[src/rtl/fods_pkg.sv]
// Shared constants and width helpers for the first-order sigma-delta link.
package fods_pkg;

  // Number of integrator / comb sections in the CIC decimator.
  localparam int unsigned FODS_CIC_ORDER = 3;

  // Decimated results dropped after reset while the CIC fills.
  localparam int unsigned FODS_SETTLE_DISCARD = 2;

  // Internal CIC width: enough for a full-scale sinc3 gain of 2^(3*D) plus one bit.
  function automatic int unsigned fods_cw(input int unsigned decim_log2);
    return FODS_CIC_ORDER * decim_log2 + 1;
  endfunction

  // Right shift that maps the CIC gain onto a DATA_W-bit unsigned sample.
  function automatic int unsigned fods_shift(input int unsigned decim_log2,
                                             input int unsigned data_w);
    return FODS_CIC_ORDER * decim_log2 - data_w;
  endfunction

endpackage

[src/rtl/fods_cic_comb_stage.sv]
// One CIC comb section: registered first difference at the decimated rate.
module fods_cic_comb_stage #(
  parameter int unsigned CW = 19
) (
  input  logic          i_clk,
  input  logic          i_rst,
  input  logic          i_en,
  input  logic [CW-1:0] i_data,
  output logic [CW-1:0] o_data,
  output logic          o_valid
);

  logic [CW-1:0] r_prev;
  logic [CW-1:0] r_diff;
  logic          r_valid;

  // Difference against the previous decimated input; modulo-2^CW wrap is intended.
  always_ff @(posedge i_clk) begin
    if (i_rst) begin
      r_prev  <= '0;
      r_diff  <= '0;
      r_valid <= 1'b0;
    end else begin
      r_valid <= i_en;
      if (i_en) begin
        r_diff <= i_data - r_prev;
        r_prev <= i_data;
      end
    end
  end

  assign o_data  = r_diff;
  assign o_valid = r_valid;

endmodule

[src/rtl/fods_cic_demod.sv]
// Sigma-delta receive path: sinc3 CIC decimator, scaling/saturation and a
// one-entry valid/ready output register with overrun indication.
module fods_cic_demod
  import fods_pkg::*;
#(
  parameter int unsigned DATA_W     = 16,
  parameter int unsigned DECIM_LOG2 = 6
) (
  input  logic              demod_clk,
  input  logic              demod_rst,
  input  logic              demod_din,
  input  logic              demod_din_en,
  output logic [DATA_W-1:0] demod_dout,
  output logic              demod_valid,
  input  logic              demod_ready,
  output logic              demod_overrun
);

  localparam int unsigned CW    = fods_cw(DECIM_LOG2);
  localparam int unsigned SHIFT = fods_shift(DECIM_LOG2, DATA_W);
  localparam logic [1:0]  SETTLE_N = 2'(FODS_SETTLE_DISCARD);

  // Integrator chain.
  logic [CW-1:0] r_i1, r_i2, r_i3;
  logic [CW-1:0] w_i1_nx, w_i2_nx, w_i3_nx;

  // Decimation.
  logic [DECIM_LOG2-1:0] r_cnt;
  logic                  r_tick;

  // Comb pipeline.
  logic [CW-1:0] w_c1, w_c2, w_c3;
  logic          w_v1, w_v2, w_v3;

  // Scaling and output.
  logic [CW-1:0]     w_scaled;
  logic              w_sat;
  logic [DATA_W-1:0] w_sample;
  logic              w_present;
  logic [1:0]        r_settle;
  logic [DATA_W-1:0] r_dout, w_dout_nx;
  logic              r_valid, w_valid_nx;
  logic              r_overrun, w_overrun_nx;

  // Chained same-edge integrator update so I3 reflects the bit consumed this cycle.
  always_comb begin
    w_i1_nx = r_i1 + {{(CW-1){1'b0}}, demod_din};
    w_i2_nx = r_i2 + w_i1_nx;
    w_i3_nx = r_i3 + w_i2_nx;
  end

  // Integrators advance only on qualified input bits.
  always_ff @(posedge demod_clk) begin
    if (demod_rst) begin
      r_i1 <= '0;
      r_i2 <= '0;
      r_i3 <= '0;
    end else if (demod_din_en) begin
      r_i1 <= w_i1_nx;
      r_i2 <= w_i2_nx;
      r_i3 <= w_i3_nx;
    end
  end

  // Decimation counter; tick is registered on the edge that consumes the last bit of a period.
  always_ff @(posedge demod_clk) begin
    if (demod_rst) begin
      r_cnt  <= '0;
      r_tick <= 1'b0;
    end else begin
      r_tick <= demod_din_en & (&r_cnt);
      if (demod_din_en) begin
        r_cnt <= r_cnt + 1'b1;
      end
    end
  end

  fods_cic_comb_stage #(
    .CW (CW)
  ) u_comb1 (
    .i_clk   (demod_clk),
    .i_rst   (demod_rst),
    .i_en    (r_tick),
    .i_data  (r_i3),
    .o_data  (w_c1),
    .o_valid (w_v1)
  );

  fods_cic_comb_stage #(
    .CW (CW)
  ) u_comb2 (
    .i_clk   (demod_clk),
    .i_rst   (demod_rst),
    .i_en    (w_v1),
    .i_data  (w_c1),
    .o_data  (w_c2),
    .o_valid (w_v2)
  );

  fods_cic_comb_stage #(
    .CW (CW)
  ) u_comb3 (
    .i_clk   (demod_clk),
    .i_rst   (demod_rst),
    .i_en    (w_v2),
    .i_data  (w_c2),
    .o_data  (w_c3),
    .o_valid (w_v3)
  );

  // Scale CIC gain down to DATA_W bits; only an all-ones input can reach 2^DATA_W.
  always_comb begin
    w_scaled = w_c3 >> SHIFT;
    w_sat    = |w_scaled[CW-1:DATA_W];
    w_sample = w_sat ? {DATA_W{1'b1}} : w_scaled[DATA_W-1:0];
  end

  assign w_present = w_v3 & (r_settle == SETTLE_N);

  // Count discarded results until the CIC history is fully populated.
  always_ff @(posedge demod_clk) begin
    if (demod_rst) begin
      r_settle <= '0;
    end else if (w_v3 && (r_settle != SETTLE_N)) begin
      r_settle <= r_settle + 1'b1;
    end
  end

  // Output register next state: a new sample always wins; overwriting an unaccepted one flags overrun.
  always_comb begin
    w_dout_nx    = r_dout;
    w_valid_nx   = r_valid;
    w_overrun_nx = 1'b0;
    if (w_present) begin
      w_dout_nx    = w_sample;
      w_valid_nx   = 1'b1;
      w_overrun_nx = r_valid & ~demod_ready;
    end else if (r_valid && demod_ready) begin
      w_valid_nx = 1'b0;
    end
  end

  // Output register state.
  always_ff @(posedge demod_clk) begin
    if (demod_rst) begin
      r_dout    <= '0;
      r_valid   <= 1'b0;
      r_overrun <= 1'b0;
    end else begin
      r_dout    <= w_dout_nx;
      r_valid   <= w_valid_nx;
      r_overrun <= w_overrun_nx;
    end
  end

  assign demod_dout    = r_dout;
  assign demod_valid   = r_valid;
  assign demod_overrun = r_overrun;

endmodule

[config.mk]
export PLATFORM = sky130hd
export DESIGN_NAME = fods_cic_demod
export DESIGN_NICKNAME = d
export VERILOG_FILES = /design/src/rtl/fods_pkg.sv /design/src/rtl/fods_cic_comb_stage.sv /design/src/rtl/fods_cic_demod.sv
export SDC_FILE = /design/constraint.sdc
export NUM_CORES = 1
export LEC_CHECK = 0
export ABC_CLOCK_PERIOD_IN_PS = 7700
export CAP_MARGIN = 20
export CORE_MARGIN = 4
export CORE_UTILIZATION = 30
export CTS_CLUSTER_SIZE = 16
export DETAILED_ROUTE_END_ITERATION = 8
export GPL_TIMING_DRIVEN = 0
export PLACE_DENSITY = 0.46
export SETUP_SLACK_MARGIN = 0.4
export SLEW_MARGIN = 20
export SYNTH_ARGS = -nofsm -noshare
export SYNTH_HDL_FRONTEND = slang
export SYNTH_HIERARCHICAL = 1
export SYNTH_SLANG_ARGS = --single-unit
export TNS_END_PERCENT = 50
[constraint.sdc]
create_clock -name demod_clk -period 7.7 [get_ports demod_clk]
set_input_delay 1.54 -clock demod_clk [delete_from_list [all_inputs] [get_ports demod_clk]]
set_output_delay 1.54 -clock demod_clk [all_outputs]
set_load 0.01 [all_outputs]
==> results of run 1 <==
-- routing by layer --
metal / part of all wire [%] / GRT usage, % / vias up
met5: 0 / 0 / -
met4: 1.7 / 3.92 / 0
met3: 2.6 / 1.94 / 28
met2: 43 / 21.6 / 121
met1: 52 / 20.3 / 4471
li1: - / - / 5050
-- path summary, 6_finish.rpt --
check | from | to | slack (ns) | cells after the start
max reg2reg | r_i1[0]$_SDFFE_PP0P_ | r_i3[18]$_SDFFE_PP0P_ | 2.45 | 21
min reg2reg | u_comb3/o_data[17]$_SDFFE_PP0P_ | u_comb3/o_data[17]$_SDFFE_PP0P_ | 0.46 | 2
max | demod_din | r_i3[18]$_SDFFE_PP0P_ | 1.23 | 22
min | u_comb3/o_data[17]$_SDFFE_PP0P_ | u_comb3/o_data[17]$_SDFFE_PP0P_ | 0.46 | 2
-- critical path, cell delays in order --
cell and delay (ns):
clkdlybuf4s50_1 0.42, ha_1 0.22, ha_1 0.24, and3_1 0.23, and3_1 0.23, and3_1 0.23, xor2_1 0.15, ha_1 0.36
and3_1 0.28, nand3_1 0.10, o211a_1 0.29, a21oi_4 0.25, a31oi_1 0.13, xnor2_1 0.30, ha_1 0.36, a2111o_1 0.47
o22a_1 0.20, o2111ai_1 0.15, a31oi_1 0.15, xor2_1 0.21, a21oi_1 0.10, a31o_1 0.19
-- final cells by class --
cell class	instances	share of cell area [%]
buffer	56	1.86
sequential	199	29.1
multi-input combinational	1064	55.7
clock inverter	15	1.42
tap	525	4.79
timing repair buffer	21	1.53
inverter	93	2.55
clock buffer	17	3.10
-- per-stage QoR --
step | total power [mW] | cells | cell area [um2] | util [%]
floorplan | 1.18 | 1412 | 12200 | -
global placement | 1.22 | 1958 | 13100 | 32.7
detailed placement | 1.22 | 1958 | 13100 | 32.7
CTS | 2.18 | 1990 | 13700 | 34.3
global route | 2.24 | 1990 | 13700 | 34.3
finish | 2.14 | 1990 | 13700 | 34.3
-- flip-flops by register name, indices dropped and copies added (netlist names), 2 cells and up --
register and count:
demod_dout 16, r_cnt 6, r_i1 19, r_i2 19
r_i3 19, r_settle 2, u_comb1/o_data 19, u_comb1/r_prev 19
u_comb2/o_data 19, u_comb2/r_prev 19, u_comb3/o_data 17, u_comb3/r_prev 19
-- layout by cell type (no fill, tap or decap), drive strengths merged, types with 5 or more instances in the layout --
cell type      instances
dfxtp                199
nor2                 185
inv                  103
ha                    97
mux2i                 96
nand2                 84
a21oi                 79
o21ai                 61
xnor2                 56
xor2                  52
nor3                  51
clkbuf                51
nand3                 39
and3                  25
buf                   22
a21o                  21
clkdlybuf4s50         21
a211oi                21
a31oi                 18
nor2b                 17
o21a                  15
a22o                  14
o31ai                 14
nand4                 13
o211ai                12
or3                    8
a221oi                 8
nand2b                 7
and2                   6
o21bai                 5
o22ai                  5
fa                     5
-- power by group through the flow --
stage / logic, mW / clock network [mW] / registers (mW)
floorplan: 0.115 / 0 / 1.07
global placement: 0.153 / 0 / 1.07
detailed placement: 0.153 / 0 / 1.07
CTS: 0.155 / 0.982 / 1.04
global route: 0.170 / 1.02 / 1.05
finish: 0.152 / 0.947 / 1.04
==> impl_results.md, run 1 <==
* Vias in the first global route at 9131
* Sink Count at 199
* Hold Vio Cnt, Final at 0
* CTS Root Cell: clkbuf_16
* CTS Buffer Depth at 2
* Slew margin rel. at 39.8%
* Worst hold path class: flop to flop
* 1st-pass router iterations at 5
* Antenna violations before repair at 0
* # H-tree levels at 4
* Fillcell total at 4207
* Ports at 23
* Initial drt markers at 519
* Place WS at 0.818 ns
* CP endpoint kind: flop
* Avg Vias per Cell at 4.86
* Routed wire length per instance at 15.3 um
* Fin. max-slew vios at 0
* Worst VDD drop at 0.140 mV
* Cts repair resizes at 0
* Comb pwr share at 7.1%
* Achievable Freq at 155 MHz
* Period utilisation layout at 84.0%
* Maxcap violations at 0
* Worst Tran Pin Value at 0.903 ns
* Number of synthesis warnings at 6
* Syn_nets at 1519
* HPWL after DPL at 23900 um
* Post-Route Setup TNS at 0 ns
* CTS tree: yes
* CTS buffer count at 17
* Vias at 9670
* Mapped cell area at 0.0122 mm2
* CP Launch Type: input port
* Worst-path clk slew at 0.08 ns
* Worst-path fanout max at 5
* Post-CTS setup buffers at 0
* Rows at 73
* Synthesized area per cell at 8.66 um2
* Core area at 0.0400 mm2
* First-pass GRT wire length at 49800 um
* Arrival @ worst endpoint at 6.82 ns
* Min Tclk post-route at 6.47 ns
* Cell internal pwr at 1.57 mW
* Total grt overflow at 0
* Post-DRT Antenna Nets at 0
* Clock share of power at 44.2%
* Hold slack at 0.464 ns
* Net Switching at 0.571 mW
* Seq pwr share at 48.7%
* Overall Global Routing Usage at 13.9%
* Worst setup path class: input port to flop
* Sw frac at 26.6%
* Post-cts hold buffer count at 0
* Die Area at 0.0440 mm2
* Setup violations, final at 0
* Starting density of the core at 30.5%
* Flip-flop and latch area at 0.00398 mm2
* Worst-Skew Late Latency at 0.45 ns
* Syn Inst Count at 1412
* GP Congestion at 0.842
* Largest net degree at the start of global routing at 22
* Area of the multi-input gates at 0.00763 mm2
* RSZ-0062 raised after global routing: false
* Final worst slack at 1.23 ns
* DRT Wirelength at 30500 um
* Nets@finish at 1559
* Antenna cells at 0
* CP Data Required Time at 8.05 ns
* DRC at 0
* Die outline height at 210 um
* Pleak at 5.59 nW
* Status: finished clean
* Area delta synth->final at 12.2%
* PwrDens at 156 mW/mm2
* Final Skew at 0.0152 ns
* Die Wd at 210 um
* Proportion of layout cells with a drive suffix above 1 at 6.83%
* # port buffers at 21
Power figures use the tool's default switching activity.
==> run 2: changes to the inputs <==
--- a/config.mk
+++ b/config.mk
@@ -5,14 +5,14 @@
 export SDC_FILE = /design/constraint.sdc
 export NUM_CORES = 1
 export LEC_CHECK = 0
-export ABC_CLOCK_PERIOD_IN_PS = 7700
+export ABC_CLOCK_PERIOD_IN_PS = 5540
 export CAP_MARGIN = 20
 export CORE_MARGIN = 4
 export CORE_UTILIZATION = 30
 export CTS_CLUSTER_SIZE = 16
 export DETAILED_ROUTE_END_ITERATION = 8
 export GPL_TIMING_DRIVEN = 0
-export PLACE_DENSITY = 0.46
+export PLACE_DENSITY = 0.48
 export SETUP_SLACK_MARGIN = 0.4
 export SLEW_MARGIN = 20
 export SYNTH_ARGS = -nofsm -noshare
==> constraint.sdc (replaced) <==
create_clock -name demod_clk -period 5.54 [get_ports demod_clk]
set_input_delay 1.108 -clock demod_clk [delete_from_list [all_inputs] [get_ports demod_clk]]
set_output_delay 1.108 -clock demod_clk [all_outputs]
set_load 0.01 [all_outputs]
==> run 2 against run 1 <==
  * Utilization grew 0.61 points
  * First-iteration DRC count shrank 12%
  * Sequential power grew 39%
  * Clock-buffer cell count is the same
  * Combinational power grew 41%
  * Register-to-register slack lost 1.4 ns
  * Sequential share of layout area shrank 0.51 points
  * Die area is the same
  * Clock power grew 34%
  * Final cell count grew 0.45%
  * Total power grew 37%
  * Critical path type unchanged
  * Largest cell class unchanged
==> impl_results.md, run 2 (synthesis gave the netlist of run 1 again) <==
* Most common cell after layout, fill and taps aside: dfxtp_1
* Antenna cells at 0 (unchanged)
* Die Wd at 210 um (unchanged)
* GP Congestion at 0.836 (-0.75%)
* First-pass GRT wire length at 50000 um (+0.39%)
* Most frequent cells in the layout: dfxtp_1 (199), nor2_1 (184), mux2i_1 (96)
* Initial drt markers at 459 (-12%)
* CTS Buffer Depth at 2 (unchanged)
* Hold Vio Cnt, Final at 0 (unchanged)
* Worst-path clk slew at 0.08 ns (about the same)
* Vias in the first global route at 9243 (+1.2%)
* Worst Tran Pin Value at 0.906 ns (+0.00266 ns)
* HPWL after DPL at 23600 um (-0.91%)
* Vias at 9847 (+1.8%)
* CP Launch Type: input port
* DRT Wirelength at 30400 um (-0.60%)
* Met2 WL at 13500 um (+1.5%)
* Post-cts hold buffer count at 0 (unchanged)
* Routed wire length per instance at 15.2 um (-1.0%)
* # port buffers at 21 (unchanged)
* Worst-Skew Late Latency at 0.45 ns (about the same)
* Maxcap violations at 0 (unchanged)
* Setup violations, final at 0 (unchanged)
* 1st-pass router iterations at 5 (unchanged)
* Fin util at 34.9% (+0.61 points)
* CTS tree: yes
* Power, Total at 2.93 mW (+37%)
* Die outline height at 210 um (unchanged)
* Nets@finish at 1568 (+0.58%)
* Period utilisation layout at 89.8%
* Starting density of the core at 30.5% (unchanged)
* CP endpoint kind: flop
* Wl on met1 at 15500 um (-2.7%)
* Arrival @ worst endpoint at 5.32 ns (-1.50 ns)
* DRC at 0 (unchanged)
* Antenna violations before repair at 0 (unchanged)
* Ports at 23 (unchanged)
* Proportion of layout cells with a drive suffix above 1 at 9.09% (+2.3 points)
* Slew margin rel. at 39.6% (-0.18 points)
* Achievable Freq at 201 MHz
* Die Area at 0.0440 mm2 (unchanged)
* # H-tree levels at 4 (unchanged)
* Final Skew at 0.0150 ns (-0.000181 ns)
* PwrDens at 210 mW/mm2 (+34%)
* Min Tclk post-route at 4.97 ns
* Worst setup path class: input port to flop
* Worst-path fanout max at 5 (unchanged)
* Status: finished clean
* Post-DRT Antenna Nets at 0 (unchanged)
* CTS buffer count at 17 (unchanged)
* RSZ-0062 raised after global routing: false
* Overall Global Routing Usage at 13.9% (-0.019 points)
* Largest net degree at the start of global routing at 22 (unchanged)
* Area delta synth->final at 14.2%
* CTS Root Cell: clkbuf_16
* Rows at 73 (unchanged)
* Worst VDD drop at 0.214 mV (+54%)
* Pleak at 5.65 nW (+1.1%)
* Fin. max-slew vios at 0 (unchanged)
* Post-Route Setup TNS at 0 ns (unchanged)
* CP Data Required Time at 5.89 ns (-2.16 ns)
* Worst hold path class: flop to flop
* Core area at 0.0400 mm2 (unchanged)
* Total grt overflow at 0 (unchanged)
* DR WL met3 at 1030 um (+28%)
* Top sig layer: met4
* Fillcell total at 4145 (-1.5%)
* Sink Count at 199 (unchanged)
* Avg Vias per Cell at 4.93 (+1.4%)
* Hold slack at 0.471 ns (+0.00727 ns)
[run 2: changes by cell type in the layout (fill, tap and decap cells not counted), moves of 2 or more]
cell / delta
a21oi_1: -2
a21oi_2: +2
and3_1: -5
and3_4: +6
buf_4: +9
clkinv_8: +3
ha_1: -5
ha_4: +4
inv_6: +2
inv_8: -4
xnor2_1: -3
xnor2_2: +3
[run 2: worst paths after layout]
kind | startpoint | to | slack (ns) | depth (start not counted)
setup / recovery | demod_din | r_i3[18]$_SDFFE_PP0P_ | 0.57 | 23
hold / removal | u_comb3/o_data[17]$_SDFFE_PP0P_ | u_comb3/o_data[17]$_SDFFE_PP0P_ | 0.47 | 2
setup reg to reg | r_i1[0]$_SDFFE_PP0P_ | r_i3[18]$_SDFFE_PP0P_ | 1.01 | 22
hold reg to reg | u_comb3/o_data[17]$_SDFFE_PP0P_ | u_comb3/o_data[17]$_SDFFE_PP0P_ | 0.47 | 2
[run 2: routing by layer]
metal	vias up	GRT usage, %
met4	0	3.26
met3	19	2.41
met2	152	21.6
met1	4600	20.2
li1	5076	-
met5	-	0
[run 2: critical path, stage by stage]
cell and delay [ns]:
clkbuf_2 0.12, ha_4 0.17, ha_4 0.15, and3_4 0.18, and3_4 0.19, and3_4 0.19
xor2_1 0.14, ha_1 0.31, and3_4 0.19, nand3_1 0.08, o211a_1 0.29, a21oi_4 0.21
a31oi_1 0.11, xnor2_1 0.19, buf_4 0.15, ha_4 0.21, a2111o_1 0.41, o22a_1 0.21
o2111ai_2 0.09, a31oi_1 0.13, xor2_1 0.22, a21oi_1 0.09, a31o_1 0.18
[run 2: final cells by class]
class	count	area (um2)	area share, %
flip-flops and latches	199	3980	28.5
plain buffers	56	255	1.83
inverters	93	349	2.50
clock buffers	17	425	3.05
repair buffers	30	273	1.95
clock inverters	15	178	1.27
multi-input cells	1064	7830	56.1
well taps	525	657	4.71
[run 2: power by group]
group          internal [mW]  leakage [nW]  switching [mW]  total [mW]
registers               1.44          1.60          0.0130        1.45
logic                 0.0871          3.76           0.126       0.214
clock network          0.610         0.288           0.655        1.27
total                   2.14          5.65           0.794        2.93
[run 2: per-stage QoR]
stage	cells	worst slack (ns)	cell area, um2
after CTS	1997	0.419	13900
after floorplan	1412	0.404	12300
final	1999	0.566	14000
after global placement	1958	-0.653	13100
after global routing	1999	0.405	14000
after detailed placement	1958	-0.660	13100
[run 2: timing repair]
action / CTS / global route
pin swaps: 14 / 10
setup buffers: 7 / 2
resized for setup: 16 / 13
setup endpoints to repair: 7 / 5
==> run 3: changes to the inputs <==
--- a/config.mk
+++ b/config.mk
@@ -14,7 +14,6 @@
 export GPL_TIMING_DRIVEN = 0
 export PLACE_DENSITY = 0.48
 export SETUP_SLACK_MARGIN = 0.4
-export SLEW_MARGIN = 20
 export SYNTH_ARGS = -nofsm -noshare
 export SYNTH_HDL_FRONTEND = slang
 export SYNTH_HIERARCHICAL = 1
==> results of run 3 <==
Final layout, timing and power as in run 2 (identical DEF).
==> RTL change 1 (flow settings as in run 3) <==
Register the output `demod_overrun` once more, cleared by the reset; this adds one clock of latency there. The other outputs are not delayed to match.
--- a/src/rtl/fods_cic_demod.sv
+++ b/src/rtl/fods_cic_demod.sv
@@ -157,3 +157,9 @@
   assign demod_valid   = r_valid;
-  assign demod_overrun = r_overrun;
+  always_ff @(posedge demod_clk) begin
+    if (demod_rst) begin
+      demod_overrun <= '0;
+    end else begin
+      demod_overrun <= r_overrun;
+    end
+  end
 
Behaviour: same outputs for any inputs over 10 cycles, from zero or initial values and one cycle with demod_rst high; that may be too few to reach the edited logic, so the function may still have changed.
==> RTL change 1 against run 3 <==
- worst setup slack better by 0.020 ns
- final cell count up 0.30%
- critical path depth down 1
- maximum frequency up 0.41%
- worst hold slack worse by 0.032 ns
- synthesized area up 0.21%
- cell area up 0.20%
- power down 1.9%
- wire length up 1.8%
- sequential cell count up 1
- die area up 0.21%
- critical path type unchanged
==> RTL change 1: results (changes against run 3) <==
----------------------------------------------------
[Setup path]
  Crit path arrival time ... 5.29 ns (was 5.32 ns)
  Top cell family by delay on the critical path ... compound AO/OA/AOI/OAI gates (unchanged)
  Number of cells traversed by the worst register-to-register path ... 21 (was 22)

[Synthesis]
  Net count of the mapped netlist ... 1521 (was 1519)
  Synthesized area per cell ... 8.66 sq um (about the same)

[Drt]
  Met3 wire length ... 710 microns (was 1030 microns)
  Uppermost metal layer occupied by signal nets ... met4 (unchanged)
  Average detailed-routed wire length per instance ... 15.4 microns (was 15.2 microns)
  Met2 wire len ... 14700 microns (was 13500 microns)
  Count of routing violations after the opening detailed-route iteration ... 391 (was 459)
  Met1 wire length ... 15000 microns (was 15500 microns)
  Count of vias placed by the detailed router ... 9831 (was 9847)

[GRT]
  Grt met2 use ... 0.241 (was 0.216)
  Vias in the first global route ... 9495 (was 9243)
  Global routing met3 resource utilization ... 0.0213 (was 0.0241)
  GRT Resource Usage Total ... 0.140 (was 0.139)
  M1 GR Usage ... 0.188 (was 0.202)
  Global-route wire length before repair ... 50900 microns (was 50000 microns)
  Maximum number of pins on one net before global-route repair ... 18 (was 22)

[STA]
  Worst-case hold slack ... 0.439 ns (was 0.471 ns)
  Final setup skew ... 0.0132 ns (was 0.0150 ns)
  Slew of the pin with the lowest slew margin ... 0.864 ns (was 0.906 ns)
  Period utilization ... 0.894 (was 0.898)

[Layout]
  Final Net Count ... 1574 (was 1568)
  Area occupied by multi-input gates ... 7860 sq um (was 7830 sq um)
  Share of layout cells above drive strength 1 ... 0.0946 (was 0.0909)
  Count of filler cells inserted in the layout ... 4234 (was 4145)
  Post-route non-filler standard cell count ... 2005 (was 1999)

[Hold path]
  Worst Hold End ... demod_overrun (was u_comb3/o_data[17])
  Hold Path Cell Cnt ... 1 (was 2)
  Hold Path Origin ... r_overrun (was u_comb3/o_data[17])

[Power and ir drop]
  Standby leakage power ... 5.66 nW (was 5.65 nW)
  Worst vdd rail ir drop ... 0.218 mV (was 0.214 mV)

[Place]
  Post-Place Worst Slack ... -0.614 ns (was -0.660 ns)
  Placement-stage cell area ... 13200 sq um (was 13100 sq um)
  HPWL after DPL ... 23600 microns (about the same)
  RePlAce Congestion ... 0.850 (was 0.836)

[Clock tree]
  Root buffer cell ... sky130_fd_sc_hd__clkbuf_16 (unchanged)

[Status]
  Status ... finished, final reports clean (unchanged)

----------------------------------------------------
-- RTL change 1: where the power goes --
part	total [W]	internal, W	leakage, nW	switching, W
Clock	0.00120	0.000609	0.264	0.000589
Sequential	0.00146	0.00145	1.61	0.0000147
Combinational	0.000216	0.0000868	3.78	0.000129
-- RTL change 1: timing repair --
action | CTS | global route
endpoints found under the setup margin | 6 | 5
cloned | 0 | 0
pin swaps | 14 | 13
resized for setup | 19 | 12
endpoints found under the hold margin | 0 | 0
buffers inserted | 11 | 2
-- RTL change 1: layout make-up --
| type | instances | share of cell area |
|---|---|---|
| Clock buffer | 21 | 0.0329 |
| Clock inverter | 11 | 0.00644 |
| Multi-Input combinational cell | 1065 | 0.562 |
| Inverter | 93 | 0.0250 |
| Buffer | 56 | 0.0183 |
| Sequential cell | 200 | 0.286 |
| Tap cell | 525 | 0.0470 |
| Timing Repair Buffer | 34 | 0.0217 |
==> RTL change 2 (config.mk and constraints of run 3) <==
Without the edit above. The parameter `DECIM_LOG2` goes from 6 to 7.
--- a/src/rtl/fods_cic_demod.sv
+++ b/src/rtl/fods_cic_demod.sv
@@ -6,3 +6,3 @@
   parameter int unsigned DATA_W     = 16,
-  parameter int unsigned DECIM_LOG2 = 6
+  parameter int unsigned DECIM_LOG2 = 7
 ) (
Function: no difference found for any inputs over 10 cycles, from zero or initial values and one cycle with demod_rst high; that may be too few to reach the edited logic, so the function may still have changed.
==> RTL change 2 against run 3 <==
- non-clock buffer count is 18 higher
- power up 32%
- synthesized area rose by 14%
- clock power up 56%
- cell area increased by 16%
- wire length up 23%
- sequential cell count increased by 25
- die area grew 13%
- largest cell class unchanged
- worst setup slack improved by 0.091 ns
==> RTL change 2: results (changes against run 3) <==
----------------------------------------------------
[Status]
  Status ... finished, final reports clean (unchanged)

[Clock tree]
  Post-cts repair resize count ... 34 (was 16)
  Num CTS Buffers ... 28 (was 17)
  Clock input transition at the sequential cells of the worst setup and hold paths ... 0.06 ns (was 0.08 ns)
  Worst-skew pair later-pin latency ... 0.55 ns (was 0.45 ns)
  Buffers from clock root to sink, at most ... 3 (was 2)
  H-tree levels ... 1 (was 4)
  Setup fix buffers added after clock tree synthesis ... 8 (was 7)

[Place]
  HPWL after DPL ... 28700 microns (was 23600 microns)
  RePlAce Congestion ... 0.819 (was 0.836)

[Power and ir drop]
  Worst vdd rail ir drop ... 0.200 mV (was 0.214 mV)
  Switching power of the nets ... 0.000890 W (was 0.000794 W)
  Comb group ... 0.000240 W (was 0.000214 W)
  Internal power of the cells ... 0.00297 W (was 0.00214 W)

[Drt]
  Average detailed-routed wire length per instance ... 15.9 microns (was 15.2 microns)
  Ratio of routed vias to standard cells ... 5.08 (was 4.93)
  Met3 wire length ... 1550 microns (was 1030 microns)
  Met2 wire len ... 16500 microns (was 13500 microns)

[Layout]
  Final Net Count ... 1856 (was 1568)
  Count of filler cells inserted in the layout ... 4710 (was 4145)
  Post-route non-filler standard cell count ... 2354 (was 1999)

[Setup path]
  CP max stage delay ... 0.38 ns (was 0.41 ns)
  R2R setup slack ... 0.93 ns (was 1.01 ns)
  Critical path destination ... r_i3[20] (was r_i3[18])
  Crit path arrival time ... 5.37 ns (was 5.32 ns)

[GRT]
  Maximum number of pins on one net before global-route repair ... 14 (was 22)
  GRT Resource Usage Total ... 0.146 (was 0.139)
  M1 GR Usage ... 0.212 (was 0.202)
  Global routing met3 resource utilization ... 0.0187 (was 0.0241)
  Vias in the first global route ... 11200 (was 9243)
  Global-route wire length before repair ... 60300 microns (was 50000 microns)
  Grt met2 use ... 0.231 (was 0.216)

[STA]
  Final setup skew ... 0.0151 ns (was 0.0150 ns)
  Worst-case hold slack ... 0.462 ns (was 0.471 ns)

[Synthesis]
  Gate count of the mapped netlist ... 1669 (was 1412)

[Hold path]
  Hold Path Origin ... u_comb3/o_data[21] (was u_comb3/o_data[17])

----------------------------------------------------
RTL change 2: worst reg2reg max path: stages (launching register included):
cell,delay (ns)
sky130_fd_sc_hd__dfxtp_1,0.38
sky130_fd_sc_hd__ha_4,0.19
sky130_fd_sc_hd__nand2_2,0.11
sky130_fd_sc_hd__nor4_4,0.38
sky130_fd_sc_hd__xor2_1,0.11
sky130_fd_sc_hd__ha_1,0.34
sky130_fd_sc_hd__inv_1,0.09
sky130_fd_sc_hd__o21ai_2,0.16
sky130_fd_sc_hd__o21ba_1,0.17
sky130_fd_sc_hd__a21o_4,0.22
sky130_fd_sc_hd__o21ai_4,0.17
sky130_fd_sc_hd__o21ai_1,0.09
sky130_fd_sc_hd__nor2b_2,0.19
sky130_fd_sc_hd__xnor2_2,0.22
sky130_fd_sc_hd__ha_4,0.24
sky130_fd_sc_hd__a21o_1,0.22
sky130_fd_sc_hd__a21oi_2,0.21
sky130_fd_sc_hd__nand2_2,0.09
sky130_fd_sc_hd__a21oi_4,0.18
sky130_fd_sc_hd__o31ai_2,0.11
sky130_fd_sc_hd__a21o_1,0.22
sky130_fd_sc_hd__a2111oi_2,0.34
sky130_fd_sc_hd__nand3b_1,0.14
RTL change 2: stage by stage:
step	cell area [sq um]	util	setup slack [ns]	setup TNS, ns
after floorplan	13900	-	0.456	0
after global placement	14900	0.326	-0.888	-4.76
after detailed placement	14900	0.326	-0.934	-5.25
after CTS	16100	0.353	0.444	0
after global routing	16200	0.356	0.392	0
final	16200	0.356	0.658	0
RTL change 2: area by class of cell:
class	count	area, sq um	area share
inverters	104	390	0.0241
clock inverters	10	160	0.00988
multi-input cells	1270	8970	0.553
repair buffers	33	295	0.0182
flip-flops and latches	224	4480	0.277
clock buffers	42	865	0.0533
plain buffers	71	297	0.0183
well taps	600	751	0.0463
